File: src/rtl/hamm_decode_pipe_if.sv
`default_nettype none
// ============================================================================
// Module   : hamm_decode_pipe_if
// Brief    : Input codeword and output result handshakes of the decoder.
// Revision : 1.0
// ============================================================================
interface hamm_decode_pipe_if;
    logic       in_valid;
    logic       in_ready;
    logic [6:0] code_in;
    logic       out_valid;
    logic       out_ready;
    logic [3:0] data_out;
    logic [2:0] syndrome;
    logic       err_det;
    logic       data_err;

    // Driver side: produces codewords and consumes results.
    modport master (
        output in_valid, code_in, out_ready,
        input  in_ready, out_valid, data_out, syndrome, err_det, data_err
    );

    // Decoder side.
    modport slave (
        input  in_valid, code_in, out_ready,
        output in_ready, out_valid, data_out, syndrome, err_det, data_err
    );
endinterface
`default_nettype wire

File: src/rtl/hamm_decode_pipe.sv
`default_nettype none
// ============================================================================
// Module   : hamm_decode_pipe
// Brief    : Two-stage Hamming(7,4) decoder with single-bit correction and
//            saturating data/parity error counters.
// Revision : 1.0
// ============================================================================
module hamm_decode_pipe #(
    parameter int CNT_W = 8
) (
    input  wire logic             clk,
    input  wire logic             rst_n,
    hamm_decode_pipe_if.slave     bus,
    input  wire logic             cnt_clr,
    output logic [CNT_W-1:0]      data_cnt,
    output logic [CNT_W-1:0]      par_cnt
);
    localparam logic [CNT_W-1:0] C_CNT_MAX = '1;
    localparam logic [CNT_W-1:0] C_CNT_ONE = {{(CNT_W-1){1'b0}}, 1'b1};

    logic             v1_q,       v1_d;
    logic [6:0]       code1_q,    code1_d;
    logic [2:0]       syn1_q,     syn1_d;
    logic             v2_q,       v2_d;
    logic [3:0]       data2_q,    data2_d;
    logic [2:0]       syn2_q,     syn2_d;
    logic             err2_q,     err2_d;
    logic             derr2_q,    derr2_d;
    logic [CNT_W-1:0] data_cnt_q, data_cnt_d;
    logic [CNT_W-1:0] par_cnt_q,  par_cnt_d;

    logic       w_adv1;
    logic       w_adv2;
    logic       w_fire_out;
    logic [2:0] w_syn_in;
    logic [3:0] w_fix_mask;

    assign w_adv2     = !v2_q || bus.out_ready;
    assign w_adv1     = !v1_q || w_adv2;
    assign w_fire_out = v2_q && bus.out_ready;

    // Syndrome of the incoming word; bit i rechecks parity p_i.
    assign w_syn_in[0] = bus.code_in[4] ^ bus.code_in[0] ^ bus.code_in[1] ^ bus.code_in[3];
    assign w_syn_in[1] = bus.code_in[5] ^ bus.code_in[0] ^ bus.code_in[2] ^ bus.code_in[3];
    assign w_syn_in[2] = bus.code_in[6] ^ bus.code_in[1] ^ bus.code_in[2] ^ bus.code_in[3];

    always_comb begin
        w_fix_mask = 4'b0000;
        case (syn1_q)
            3'b011:  w_fix_mask = 4'b0001;
            3'b101:  w_fix_mask = 4'b0010;
            3'b110:  w_fix_mask = 4'b0100;
            3'b111:  w_fix_mask = 4'b1000;
            default: w_fix_mask = 4'b0000;
        endcase
    end

    always_comb begin
        v1_d    = v1_q;
        code1_d = code1_q;
        syn1_d  = syn1_q;
        if (w_adv1) begin
            v1_d = bus.in_valid;
            if (bus.in_valid) begin
                code1_d = bus.code_in;
                syn1_d  = w_syn_in;
            end
        end
    end

    // Stage 2 only reloads on a real word, so status holds while the output is idle.
    always_comb begin
        v2_d    = v2_q;
        data2_d = data2_q;
        syn2_d  = syn2_q;
        err2_d  = err2_q;
        derr2_d = derr2_q;
        if (w_adv2) begin
            v2_d = v1_q;
            if (v1_q) begin
                data2_d = code1_q[3:0] ^ w_fix_mask;
                syn2_d  = syn1_q;
                err2_d  = |syn1_q;
                derr2_d = (syn1_q[0] & syn1_q[1]) | (syn1_q[0] & syn1_q[2]) |
                          (syn1_q[1] & syn1_q[2]);
            end
        end
    end

    always_comb begin
        data_cnt_d = data_cnt_q;
        par_cnt_d  = par_cnt_q;
        if (cnt_clr) begin
            data_cnt_d = '0;
            par_cnt_d  = '0;
        end else if (w_fire_out) begin
            if (derr2_q && (data_cnt_q != C_CNT_MAX))
                data_cnt_d = data_cnt_q + C_CNT_ONE;
            if (err2_q && !derr2_q && (par_cnt_q != C_CNT_MAX))
                par_cnt_d = par_cnt_q + C_CNT_ONE;
        end
    end

    always_ff @(posedge clk or negedge rst_n) begin
        if (!rst_n) begin
            v1_q       <= 1'b0;
            code1_q    <= '0;
            syn1_q     <= '0;
            v2_q       <= 1'b0;
            data2_q    <= '0;
            syn2_q     <= '0;
            err2_q     <= 1'b0;
            derr2_q    <= 1'b0;
            data_cnt_q <= '0;
            par_cnt_q  <= '0;
        end else begin
            v1_q       <= v1_d;
            code1_q    <= code1_d;
            syn1_q     <= syn1_d;
            v2_q       <= v2_d;
            data2_q    <= data2_d;
            syn2_q     <= syn2_d;
            err2_q     <= err2_d;
            derr2_q    <= derr2_d;
            data_cnt_q <= data_cnt_d;
            par_cnt_q  <= par_cnt_d;
        end
    end

    assign bus.in_ready  = w_adv1;
    assign bus.out_valid = v2_q;
    assign bus.data_out  = data2_q;
    assign bus.syndrome  = syn2_q;
    assign bus.err_det   = err2_q;
    assign bus.data_err  = derr2_q;
    assign data_cnt      = data_cnt_q;
    assign par_cnt       = par_cnt_q;
endmodule
`default_nettype wire

File: src/flat_wrapper.sv
// flat-port wrapper written by rule: the top's interface ports become plain ports
module hamm_decode_pipe_flat 
#(
    parameter int CNT_W = 8
)
  (clk, rst_n, cnt_clr, data_cnt, par_cnt, bus_in_valid, bus_code_in, bus_out_ready, bus_in_ready, bus_out_valid, bus_data_out, bus_syndrome, bus_err_det, bus_data_err);
  hamm_decode_pipe_if bus_i ();
  input  wire logic clk;
  input  wire logic rst_n;
  input  wire logic cnt_clr;
  output logic [CNT_W-1:0] data_cnt;
  output logic [CNT_W-1:0] par_cnt;
  input wire logic [$bits(bus_i.in_valid)-1:0] bus_in_valid;
  input wire logic [$bits(bus_i.code_in)-1:0] bus_code_in;
  input wire logic [$bits(bus_i.out_ready)-1:0] bus_out_ready;
  output wire logic [$bits(bus_i.in_ready)-1:0] bus_in_ready;
  output wire logic [$bits(bus_i.out_valid)-1:0] bus_out_valid;
  output wire logic [$bits(bus_i.data_out)-1:0] bus_data_out;
  output wire logic [$bits(bus_i.syndrome)-1:0] bus_syndrome;
  output wire logic [$bits(bus_i.err_det)-1:0] bus_err_det;
  output wire logic [$bits(bus_i.data_err)-1:0] bus_data_err;
  assign bus_i.in_valid = bus_in_valid;
  assign bus_i.code_in = bus_code_in;
  assign bus_i.out_ready = bus_out_ready;
  assign bus_in_ready = bus_i.in_ready;
  assign bus_out_valid = bus_i.out_valid;
  assign bus_data_out = bus_i.data_out;
  assign bus_syndrome = bus_i.syndrome;
  assign bus_err_det = bus_i.err_det;
  assign bus_data_err = bus_i.data_err;
  hamm_decode_pipe #(.CNT_W(CNT_W)) u_core (.clk(clk), .rst_n(rst_n), .bus(bus_i), .cnt_clr(cnt_clr), .data_cnt(data_cnt), .par_cnt(par_cnt));
endmodule
File: config.mk
export PLATFORM = sky130hd
export DESIGN_NAME = hamm_decode_pipe_flat
export DESIGN_NICKNAME = d
export VERILOG_FILES = /design/src/rtl/hamm_decode_pipe_if.sv /design/src/rtl/hamm_decode_pipe.sv /design/src/flat_wrapper.sv
export SDC_FILE = /design/constraint.sdc
export NUM_CORES = 1
export LEC_CHECK = 0
export BUFFER_PORTS_ARGS = -buffer_cell sky130_fd_sc_hd__buf_2
export CAP_MARGIN = 20
export CORE_ASPECT_RATIO = 0.9
export CORE_UTILIZATION = 45
export CTS_BUF_LIST = sky130_fd_sc_hd__clkbuf_16
export DETAILED_ROUTE_END_ITERATION = 12
export GPL_TIMING_DRIVEN = 1
export MAX_ROUTING_LAYER = met4
export PLACE_DENSITY_LB_ADDON = 0.25
export SLEW_MARGIN = 20
export SYNTH_ARGS = -nofsm -noshare
export SYNTH_HDL_FRONTEND = slang
export SYNTH_SLANG_ARGS = --single-unit
export TNS_END_PERCENT = 1
File: constraint.sdc
create_clock -name clk -period 2.8 [get_ports clk]
set_clock_uncertainty 0.15 [all_clocks]
set_input_delay 0.28 -clock clk [delete_from_list [all_inputs] [get_ports clk]]
set_output_delay 0.28 -clock clk [all_outputs]
set_load 0.02 [all_outputs]
# == After elaboration in Yosys (flattened, before gate mapping) ==
# Cells that the tools add are included.
# word_totals
register_bits,34
input_bits,12
wordCells,57
# classes
addsub,2
eq_ne,6
n_mux,7
bitwise_logic,15
reduce_logical,17
# ops
operator,n
$mux 8,6
$add 8x1->8 const B,2
$ne 8x8->1 const B,2
$pmux 4 s4,1
$eq 3x3->1 const B,3
$xor 1x1->1,9
$reduce_and 2->1,4
$reduce_bool 2->1,3
$logic_and 1x1->1,4
$xor 4x4->4,1
$and 1x1->1,3
$eq 3x2->1 const B,1
$logic_not 1->1,3
$reduce_or 3->1,1
$logic_or 1x1->1,2
$or 1x1->1,2

# == Logic depth before layout (Yosys ltp) ==
# logic_depth
word_depth,6
mapped_depth,5
ltp_nobuf,5

# == Least setup slack after synthesis ==
# Ideal clock, no wire load.
# synth_path
path_type,register to register
start,reg u_core.v2_q (netlist: u_core.bus.out_valid)
end,reg u_core.code1_q[0]
setup_ns,0.125
arrival_time_ns,1.347
required_time_ns,2.525
setup_slack_ns,1.178
path_stages_with_launch,4
n_path_buf,0
period_less_slack_ns,1.622
cell_sequence,dfrtp_1 > nand3b_1 > nand2_2 > mux2_2
# synth_via
elab_chain_cells,4
# synth_lines
item,line,text
from (decl),hamm_decode_pipe.sv:24,"logic v2_q, v2_d;"
from (signal assigned),hamm_decode_pipe.sv:120,v2_q <= v2_d;
$logic_not 1->1,hamm_decode_pipe.sv:38,assign w_adv2 = !v2_q || bus.out_ready;
$logic_or 1x1->1,hamm_decode_pipe.sv:38,
$logic_or 1x1->1,hamm_decode_pipe.sv:39,assign w_adv1 = !v1_q || w_adv2;
net bus_in_ready,flat_wrapper.sv:16,output wire logic [$bits(bus_i.in_ready)-1:0] bus_in_ready;
$reduce_and 2->1 (no source line),--,
to (signal assigned),hamm_decode_pipe.sv:118,code1_q <= code1_d;
to (decl),hamm_decode_pipe.sv:22,"logic [6:0] code1_q, code1_d;"
# The timed path passes the listed nets, and every way through them passes these cells.
# A chain may end at the register's enable or synchronous reset.

# == Final worst setup path ==
# layout_path
start,reg u_core.data_cnt_q[0] (netlist: u_core.data_cnt[0])
end,reg u_core.data_cnt_q[6] (netlist: u_core.data_cnt[6])
# layout_via
elab_chain_cells,4
word_cells_on_any_way,8
cone_classes,1 x add/sub; 1 x eq/ne; 3 x mux; 3 x reduce/logical
# layout_lines
item,line,text
from (decl),hamm_decode_pipe.sv:29,"logic [CNT_W-1:0] data_cnt_q, data_cnt_d;"
from (signal assigned),hamm_decode_pipe.sv:125,data_cnt_q <= data_cnt_d;
$add 8x1->8 / $ne 8x8->1 (equally long branches),"hamm_decode_pipe.sv:98, hamm_decode_pipe.sv:97",
$mux 8 / $logic_and 1x1->1 (equally long branches),hamm_decode_pipe.sv:97,if (derr2_q && (data_cnt_q != C_CNT_MAX))
$mux 8 / $reduce_bool 2->1 (equally long branches),--,
$mux 8 / $reduce_and 2->1 (equally long branches),--,
# Several ways; a longest one is shown, not always the timed one. The select of a mux whose other input is x is not followed.

==> impl.org <==
** STA
- WHS :: 0.0759 ns
- Clock period minus final worst setup slack :: 1.62 ns
- Slew headroom :: 51.7%
- Unrepaired setup endpoints after global routing :: no
- Number of pins exceeding their max-slew limit in the final report :: 0
- Hold Vio Cnt, Final :: 0
- Timing would allow up to 0.616 GHz.
- Sum of negative setup slack :: 0 ns
- Post-route setup slack :: 1.18 ns
- Part of the cycle the worst path needs :: 58.0%
- Setup violations remaining at the end of the flow were counted as 0.
- Worst Tran Pin Value :: 0.725 ns

** Layout
- Commonest non-fill, non-tap cell in the layout :: sky130_fd_sc_hd__buf_2
- For this run, the share of the core covered by cells in the final layout is 59.1%.
- Ratio of cells with drive above 1 in the final layout :: 28.3%
- The area growth from synthesis to layout is 20.9%.
- Fill cells in the final layout number 311.
- Leaving out fill and tap cells, the most frequent cells in the layout are 38 x sky130_fd_sc_hd__buf_2, 34 x sky130_fd_sc_hd__dfrtp_1, 17 x sky130_fd_sc_hd__nor2_1.
- Post-layout net count :: 218
- Final antenna diode count :: 0

** Global route
- Via count of the first global-routing pass :: 1216
- Total global routing track utilization :: 19.9%
- Entering global routing, the biggest net connects 35 pins.
- First-pass GRT wire length :: 5.62 mm
- Summed over all layers, the global routing overflow is 0.
- The initial antenna violation count came to 0.

** Setup path
- Worst R2R Start :: u_core.data_cnt[0]
- In this run the critical register-to-register path is captured at u_core.data_cnt[6].
- Among all stages on the critical path, the largest delay is contributed by sky130_fd_sc_hd__dfrtp_1.
- Worst-path fanout max :: 6
- In this run the worst setup path begins at u_core.data_cnt[0].
- Among cell families on the critical path, the largest total delay comes from flip-flops.
- The largest single stage delay on the critical path is 0.44 ns.
- Data on the critical path arrives at its endpoint at 1.64 ns.
- Crit path buffers/inverters :: 0
- Cell count along the critical path :: 5
- Startpoint types :: flop
- For flop-to-flop paths, the worst setup slack is 1.18 ns.
- The worst setup path is captured at a flop.
- In this run the worst setup path terminates at u_core.data_cnt[6].
- Series of cell instances along the critical path :: ha_1, nand3_1, nor3_1, nor2_1, a211oi_1
- Data required, critical path :: 2.82 ns
- The critical path in this run is classified as reg2reg.
- Counting cells, the worst reg-to-reg path comes to 5.

** Yosys
- When the netlist entered floorplanning its net count stood at 179.
- Yosys printed 0 warnings.
- The synthesized design contains 34 register bits.
- Averaged over all synthesized cells, the footprint is 10.4 µm².
- Most frequently used flop master after synthesis :: sky130_fd_sc_hd__dfrtp_1
- Summing every instance area after synthesis gives 0.00171 mm².
- Sequential cell area fraction in the yosys report :: 49.7%
- Count of cell types in the netlist :: 40
- Post-Synthesis Cells :: 165
- After synthesis, the share of flip-flops with an asynchronous set or reset is 100%.
- Counting flops with a built-in enable in the synthesized netlist gives 0.

** Run
- Across the run, the number of max-cap violations was 0.

** Placed design
- DPL Wire Length :: 2.46 mm
- Before CTS, the worst setup slack after placement is 1.21 ns.
- Port bufs :: 38
- At the end of routability-driven placement, the weighted congestion stood at 0.828.

** Clock tree
- Clock tree synthesis found a total of 34 sinks.
- Count of instances resized after the clock tree is built :: 0
- CTS built an H-tree with a depth of 2.
- Counting along the longest clock path gives a buffer depth of 2.
- Cell chosen for the clock root :: sky130_fd_sc_hd__clkbuf_16
- Buffers added to address setup during post-CTS repair amount to 0.
- Post-CTS clock slew at the launch and capture registers of the worst setup and hold paths :: 0.05 ns
- TritonCTS built the clock tree.
- For the worst-skew pair, the clock arrives at the later sink with an insertion delay of 0.27 ns.
- Total clock buffers created by CTS :: 5

** Detailed routing
- Number of DRC violations after detailed-routing iteration 0 :: 54
- Sum of routed wire length over all layers :: 3.41 mm
- Total vias in the final route :: 1315
- In the final routed layout, each cell accounts on average for 13.7 µm.
- Post-detailed-route via-to-cell ratio :: 5.28
- Detailed-route DRC error count :: 0
- Antenna-violating nets left :: 0
- First-pass iteration count of the detailed router :: 4

** Floorplan
- Once the floorplan was initialized, standard cells occupied 48.9% of the core.
- The die is 67.0 µm wide.
- In this run the count of I/O pins placed on the die edge is 39.
- Core region area :: 0.00350 mm²
- Row generation in the floorplan step produced 20 rows.
- Chip Height :: 60.5 µm
- The die covers 0.00405 mm².

** Power
- Cell Pwr Density :: 676 mW/mm²
- Static power due to leakage :: 1.00 nW
- Clock group share of total power :: 35.7%
- Internal power :: 991 µW
- The design draws 1.40 mW.
- The worst-case IR drop observed on VDD is 431 µV.
- Of the total power, combinational logic draws 19.9%.
- Per report_power, the sequential group accounts for 44.4% of the total.
- Net switching power of the design :: 407 µW
- Of the total power, the share spent switching nets is 29.1%.

** Run status
- The flow ran to the end, and the final reports show no timing, DRC or antenna violations.

** Worst hold path
- Hold Startpoint :: bus_in_valid
- Classification of the worst-slack hold path :: in2reg
## power by group through the flow
stage	clock network, mW	registers (mW)	logic, mW
floorplan	0	0.660	0.153
global placement	0	0.623	0.273
detailed placement	0	0.629	0.280
CTS	0.513	0.621	0.283
global route	0.542	0.632	0.305
finish	0.499	0.620	0.279
## worst min-delay path by stage
| stage | cells after the start | to |
|---|---|---|
| after floorplan | 0 | u_core.bus.data_err |
| after global placement | 1 | u_core.par_cnt[0] |
| after detailed placement | 1 | u_core.par_cnt[1] |
| after CTS | 2 | u_core.v1_q |
| after global routing | 2 | u_core.v1_q |
| final | 2 | u_core.v1_q |
## registers in the layout, summed over array words and instances, names as in the netlist
| name | cells |
|---|---|
| u_core.bus.data_out | 4 |
| u_core.bus.data_err | 1 |
| u_core.syn1_q | 3 |
| u_core.bus.err_det | 1 |
| u_core.code1_q | 4 |
| u_core.bus.syndrome | 3 |
| u_core.par_cnt | 8 |
| u_core.bus.out_valid | 1 |
| u_core.v1_q | 1 |
| u_core.data_cnt | 8 |
## metrics by stage
stage / area, µm² / cells
2_1_floorplan: 1710 / 165
3_3_place_gp: 1920 / 240
3_5_place_dp: 1920 / 240
4_1_cts: 2070 / 249
5_1_grt: 2070 / 249
6_report: 2070 / 249
## area by class of cell
cell class                      instances  area, µm²  area share (%)
Sequential cell                        34        851            41.1
Timing Repair Buffer                   39        200            9.67
Tap cell                               44       55.1            2.66
Inverter                                1       3.75           0.181
Clock inverter                          3       12.5           0.605
Multi-Input combinational cell        123        822            39.7
Clock buffer                            5        125            6.05
## per-layer routing
layer | vias to the layer above | share of wire [%] | track usage (%)
met5 | - | 0 | -
met4 | 0 | 0.56 | 6.38
met3 | 2 | 5.0 | 6.77
met2 | 36 | 49 | 31.0
met1 | 624 | 45 | 24.4
li1 | 653 | - | -
## cell usage after synthesis (4+ instances only)
cell | count | area share, %
sky130_fd_sc_hd__nor2_1 | 17 | 3.7
sky130_fd_sc_hd__xor2_1 | 9 | 4.6
sky130_fd_sc_hd__dfrtp_1 | 34 | 50
sky130_fd_sc_hd__nor2b_1 | 4 | 1.5
sky130_fd_sc_hd__xnor2_1 | 9 | 4.6
sky130_fd_sc_hd__a211oi_1 | 4 | 1.8
sky130_fd_sc_hd__nor3_1 | 4 | 1.2
sky130_fd_sc_hd__o21ai_0 | 8 | 2.3
sky130_fd_sc_hd__nand2_1 | 15 | 3.3
sky130_fd_sc_hd__mux2_2 | 7 | 4.6
sky130_fd_sc_hd__nand3_1 | 7 | 2.0
sky130_fd_sc_hd__buf_2 | 4 | 1.2
## logic make-up after synthesis
kind of cell               share of synthesized area (%)
and+or+nand+nor                                     21.1
DFF                                                 49.7
AOI/OAI and AO/OA                                   8.99
xor gates and xnor gates                            9.21
adders and majority gates                           1.46
muxes                                               7.24
buffers and inverters                               2.27
## what timing repair did
item                                   4_1_cts  5_1_grt
hold buffers                                 1        0
endpoints found under the hold margin       34        0
setup endpoints to repair                    0        0
(Power assumes the default switching activity.)
